==> config.mk <==
export PLATFORM = sky130hd
export DESIGN_NAME = div_unit
export DESIGN_NICKNAME = d
export VERILOG_FILES = /design/src/rtl/div_unit.sv
export SDC_FILE = /design/constraint.sdc
export NUM_CORES = 1
export LEC_CHECK = 0
export CORE_ASPECT_RATIO = 1.1
export CORE_MARGIN = 2
export CORE_UTILIZATION = 45
export DETAILED_ROUTE_END_ITERATION = 10
export HOLD_SLACK_MARGIN = 0.06
export PLACE_DENSITY_LB_ADDON = 0.08
export SYNTH_ARGS = -nofsm -noshare
export SYNTH_HDL_FRONTEND = slang
export SYNTH_SLANG_ARGS = --single-unit
export TNS_END_PERCENT = 30
==> constraint.sdc <==
create_clock -name clock -period 4.2 [get_ports clock]
set_input_delay 0.63 -clock clock [delete_from_list [all_inputs] [get_ports clock]]
set_output_delay 0.63 -clock clock [all_outputs]
set_load 0.02 [all_outputs]
==> src/rtl/div_unit.sv <==
// rtl/div_unit.sv - multi-cycle signed restoring divider returning {remainder, quotient}
module div_unit #(
   parameter int WIDTH = 32
) (
   input  logic                 clock,
   input  logic                 clear,
   input  logic                 start,
   input  logic [WIDTH-1:0]     dividend,
   input  logic [WIDTH-1:0]     divisor,
   output logic                 busy,
   output logic                 done,
   output logic                 div_by_zero,
   output logic [2*WIDTH-1:0]   result
);

   localparam int CNT_W = (WIDTH > 1) ? $clog2(WIDTH) : 1;

   typedef enum logic [1:0] {
      IDLE = 2'd0,
      CALC = 2'd1,
      FIX  = 2'd2,
      DONE = 2'd3
   } state_t;

   state_t           state;
   state_t           state_next;

   // quo starts as |dividend| and is shifted out MSB-first while quotient bits shift in
   logic [WIDTH-1:0] quo;
   logic [WIDTH-1:0] dvs_mag;
   logic [WIDTH-1:0] rem;
   logic [CNT_W-1:0] cnt;
   logic             sq;
   logic             sr;

   logic [WIDTH-1:0] dvd_abs;
   logic [WIDTH-1:0] dvs_abs;
   logic             divisor_zero;
   logic [WIDTH:0]   trial_shift;
   logic [WIDTH:0]   trial_diff;

   // Operand magnitudes and the trial subtraction of one restoring step
   always_comb begin
      dvd_abs      = dividend[WIDTH-1] ? -dividend : dividend;
      dvs_abs      = divisor[WIDTH-1]  ? -divisor  : divisor;
      divisor_zero = (divisor == '0);
      // The remainder is always below |divisor| <= 2^(WIDTH-1), so the shifted
      // value never sets bit WIDTH and trial_diff[WIDTH] is a clean borrow flag.
      trial_shift  = {rem, quo[WIDTH-1]};
      trial_diff   = trial_shift - {1'b0, dvs_mag};
   end

   // State register
   always_ff @(posedge clock or negedge clear) begin
      if (!clear) begin
         state <= IDLE;
      end else begin
         state <= state_next;
      end
   end

   // Next-state decode and busy flag
   always_comb begin
      state_next = state;
      busy       = 1'b0;
      case (state)
         IDLE: begin
            if (start) begin
               state_next = divisor_zero ? DONE : CALC;
            end
         end
         CALC: begin
            busy = 1'b1;
            if (cnt == '0) begin
               state_next = FIX;
            end
         end
         FIX: begin
            busy       = 1'b1;
            state_next = DONE;
         end
         DONE: begin
            state_next = IDLE;
         end
         default: begin
            state_next = IDLE;
         end
      endcase
   end

   // Datapath: operand capture, one quotient bit per CALC cycle, sign fix-up
   always_ff @(posedge clock or negedge clear) begin
      if (!clear) begin
         quo         <= '0;
         dvs_mag     <= '0;
         rem         <= '0;
         cnt         <= '0;
         sq          <= 1'b0;
         sr          <= 1'b0;
         div_by_zero <= 1'b0;
         result      <= '0;
      end else begin
         case (state)
            IDLE: begin
               if (start) begin
                  if (divisor_zero) begin
                     result      <= {dividend, {WIDTH{1'b1}}};
                     div_by_zero <= 1'b1;
                  end else begin
                     quo         <= dvd_abs;
                     dvs_mag     <= dvs_abs;
                     rem         <= '0;
                     cnt         <= CNT_W'(WIDTH - 1);
                     sq          <= dividend[WIDTH-1] ^ divisor[WIDTH-1];
                     sr          <= dividend[WIDTH-1];
                     div_by_zero <= 1'b0;
                  end
               end
            end
            CALC: begin
               if (!trial_diff[WIDTH]) begin
                  rem <= trial_diff[WIDTH-1:0];
                  quo <= {quo[WIDTH-2:0], 1'b1};
               end else begin
                  rem <= trial_shift[WIDTH-1:0];
                  quo <= {quo[WIDTH-2:0], 1'b0};
               end
               if (cnt != '0) begin
                  cnt <= cnt - CNT_W'(1);
               end
            end
            FIX: begin
               // Quotient truncates toward zero; remainder follows the dividend sign
               result <= {(sr ? -rem : rem), (sq ? -quo : quo)};
            end
            default: begin
            end
         endcase
      end
   end

   // done is registered from the DONE state, so it pulses the cycle after DONE
   always_ff @(posedge clock or negedge clear) begin
      if (!clear) begin
         done <= 1'b0;
      end else begin
         done <= (state == DONE);
      end
   end

endmodule

==> metrics.cfg <==
[clock_network]
clk_pin_slew_worst_paths_ns = 0.08
cts_buffers = 17
postCtsSetupRepairBufs = 0
cts_hold_buf = 0
cts_root_buf = clkbuf_16
cts_buffer_depth = 2
htreeDepth = 4
clock_sink_count = 171
cts_tree = yes
clkLatencyLatePin_ns = 0.44
post_cts_resized = 0

[grt]
grt_pass1_wl_um = 56200
grt_usage = 0.252
grt_pass1_vias = 10328
grt_overflow = 0
antenna_found_initial = 0
grt_max_degree = 97

[floorplan]
fp.dieW_um = 160
start_util = 0.459
num_rows = 62
die_area_um2 = 28000
ios = 134
die_height_um = 175
core_um2 = 26100

[cells_and_area]
nFillCells = 2527
seq_area_um2 = 4280
final_net_count = 1632
mostFrequentLayoutCells = nand2_1 (195), dfrtp_1 (171), o21ai_0 (152)
diodes = 0
areaGrowthSynthToFinish_pct = 19.5
drive_gt1_frac = 0.0580
final_cell_count_no_fill = 1887
multi_input_comb_area_um2 = 7190
final_common_cell = nand2_1

[critical_path]
path_cells = inv_1 -> ha_1 -> fa_1 -> nand2b_1 -> a21oi_1 -> o211ai_1 -> nand2_1 -> a311oi_2 -> or3b_2 -> nand2_1 -> o311ai_0
crit_fanout = 18
crit_buf_inv = 1
endpoint_kind = flop
path_delay_family = simple AND/OR/NAND/NOR gates
cp_slowest_cell = or3b_2
worstSetupPathType = reg2reg
cp.depth = 11
startpoint_type = flop
worst_path_most_repeated_cell = nand2_1
worstPathArrival_ns = 4.00
max_stage_delay_ns = 0.52
reg2reg_depth = 11
critPathRequiredTime_ns = 4.47

[logic_synthesis]
synthArstFlopShare = 1.00
yosysTopAreaCell = dfrtp_1
ys_seq_elements = 171
avgSynthCellArea_um2 = 8.40
synth.cell_area_um2 = 12000
yosys-top-cells-area = dfrtp_1 (36%), xor2_1 (6.6%), o21ai_0 (6.3%), nand2_1 (6.1%), ha_1 (4.4%)
synth_top_cell_area_share = 0.357
yosysWarnings = 0
synth_cell_type_count = 72
synth_edf_count = 0
synth_cells = 1427
ys.flop_type = dfrtp_1
ys_seq_area_frac = 0.357
synth_fp_nets = 1537

[route]
vias = 10914
routed_via_density = 5.78
wl_per_cell_um = 18.6
drc_errors = 0
drtIter0Drc = 671
ant_nets = 0
wl_um = 35000
first_pass_iters = 5

[place]
port_buffers = 133
globalplace.congestion = 0.888
placedCellCount = 1855
dpl.hpwl_um = 26400

[sta]
slew_violations = 0
finalSetupTns_ns = 0
tightest_slew_ns = 1.04
finalSetupViolations = 0
rsz0062_at_grt = false
worst_slew_margin_rel = 0.303
skew_ns = 0.0120
min_period_ns = 3.73
hold_violations = 0
finalCritPeriodShare = 0.888
timing.fmax_ghz = 0.268

[flow_run]
drv_cap = 0

[run_status]
status = completed

[pwr]
p_leak_nw = 6.02
ir_drop_uv = 278
p_per_area_nw_per_um2 = 641

[hold_path]
hold_class = in2async

-- worst reg2reg max path, delay by kind of cell, from the launching register on --
kind                       cells  cell delay [ns]
and+or+nand+nor                4             1.41
AOI/OAI and AO/OA              4             0.98
adders and majority gates      2             0.71
DFF                            1             0.33
buffers and inverters          1             0.14
-- final timing paths --
path,start,endpoint,slack [ns]
min in group clock,result[52]$_DFFE_PN0P_,result[52]$_DFFE_PN0P_,0.48
max in group asynchronous,clear,dvs_mag[23]$_DFFE_PN0P_,3.02
max,quo[31]$_DFFE_PN0P_,rem[15]$_DFFE_PN0P_,0.47
min,clear,result[47]$_DFFE_PN0P_,0.26
max reg2reg,quo[31]$_DFFE_PN0P_,rem[15]$_DFFE_PN0P_,0.47
min reg2reg,result[52]$_DFFE_PN0P_,result[52]$_DFFE_PN0P_,0.48
-- where the power goes --
part	leakage (nW)	internal [mW]	total [mW]	switching [mW]
sequential	2.04	2.22	2.78	0.566
combinational	3.68	1.92	4.78	2.86
clock	0.293	0.807	1.62	0.809
total	6.02	4.94	9.18	4.24
-- routing by layer --
| layer | global-route usage | wire, um |
|---|---|---|
| met1 | 0.326 | 15300 |
| met2 | 0.427 | 16800 |
| met3 | 0.0377 | 1710 |
| met4 | 0.0939 | 1200 |
| met5 | 0 | 0 |
-- kinds of logic after synthesis --
family                     Yosys count  share of synthesized area
muxes                               32                     0.0269
adders and majority gates           43                     0.0455
and+or+nand+nor                    443                      0.173
buffers and inverters              141                     0.0474
DFF                                171                      0.357
AOI/OAI and AO/OA                  457                      0.247
xor gates and xnor gates           140                      0.102
-- cell usage after synthesis, drive strengths merged, types with 16 or more instances --
cell type	count
nand2	196
dfrtp	171
o21ai	158
nor2	90
xor2	90
a21oi	83
clkbuf	60
inv	56
xnor2	50
ha	42
o31ai	39
mux2i	30
a31oi	27
buf	25
nor3	23
o2111ai	23
nand3	22
or3	21
o211ai	18
a21o	16
-- state kept, by name, summed over array words and instances (netlist names) --
register     count
rem             32
quo             32
div_by_zero      1
sr               1
done             1
cnt              5
result          64
state            2
dvs_mag         32
sq               1
-- final cells by class --
class                           instances  area share
Timing Repair Buffer                  161       0.112
Multi-Input combinational cell       1115       0.502
Clock buffer                           17      0.0297
Clock inverter                         15      0.0121
Inverter                               56      0.0147
Tap cell                              352      0.0307
Sequential cell                       171       0.299
-- metrics by stage --
stage / power (mW) / worst slack, ns / cell area (um2) / utilization / hold slack [ns]
after floorplan: 5.98 / 1.21 / 12000 / - / 0.334
after global placement: 7.54 / 0.254 / 13700 / 0.525 / 0.462
after detailed placement: 7.60 / 0.209 / 13700 / 0.525 / 0.470
after CTS: 9.23 / 0.488 / 14300 / 0.548 / 0.316
after global routing: 9.90 / 0.293 / 14300 / 0.548 / 0.335
final: 9.18 / 0.470 / 14300 / 0.548 / 0.264
(Power assumes the default switching activity.)
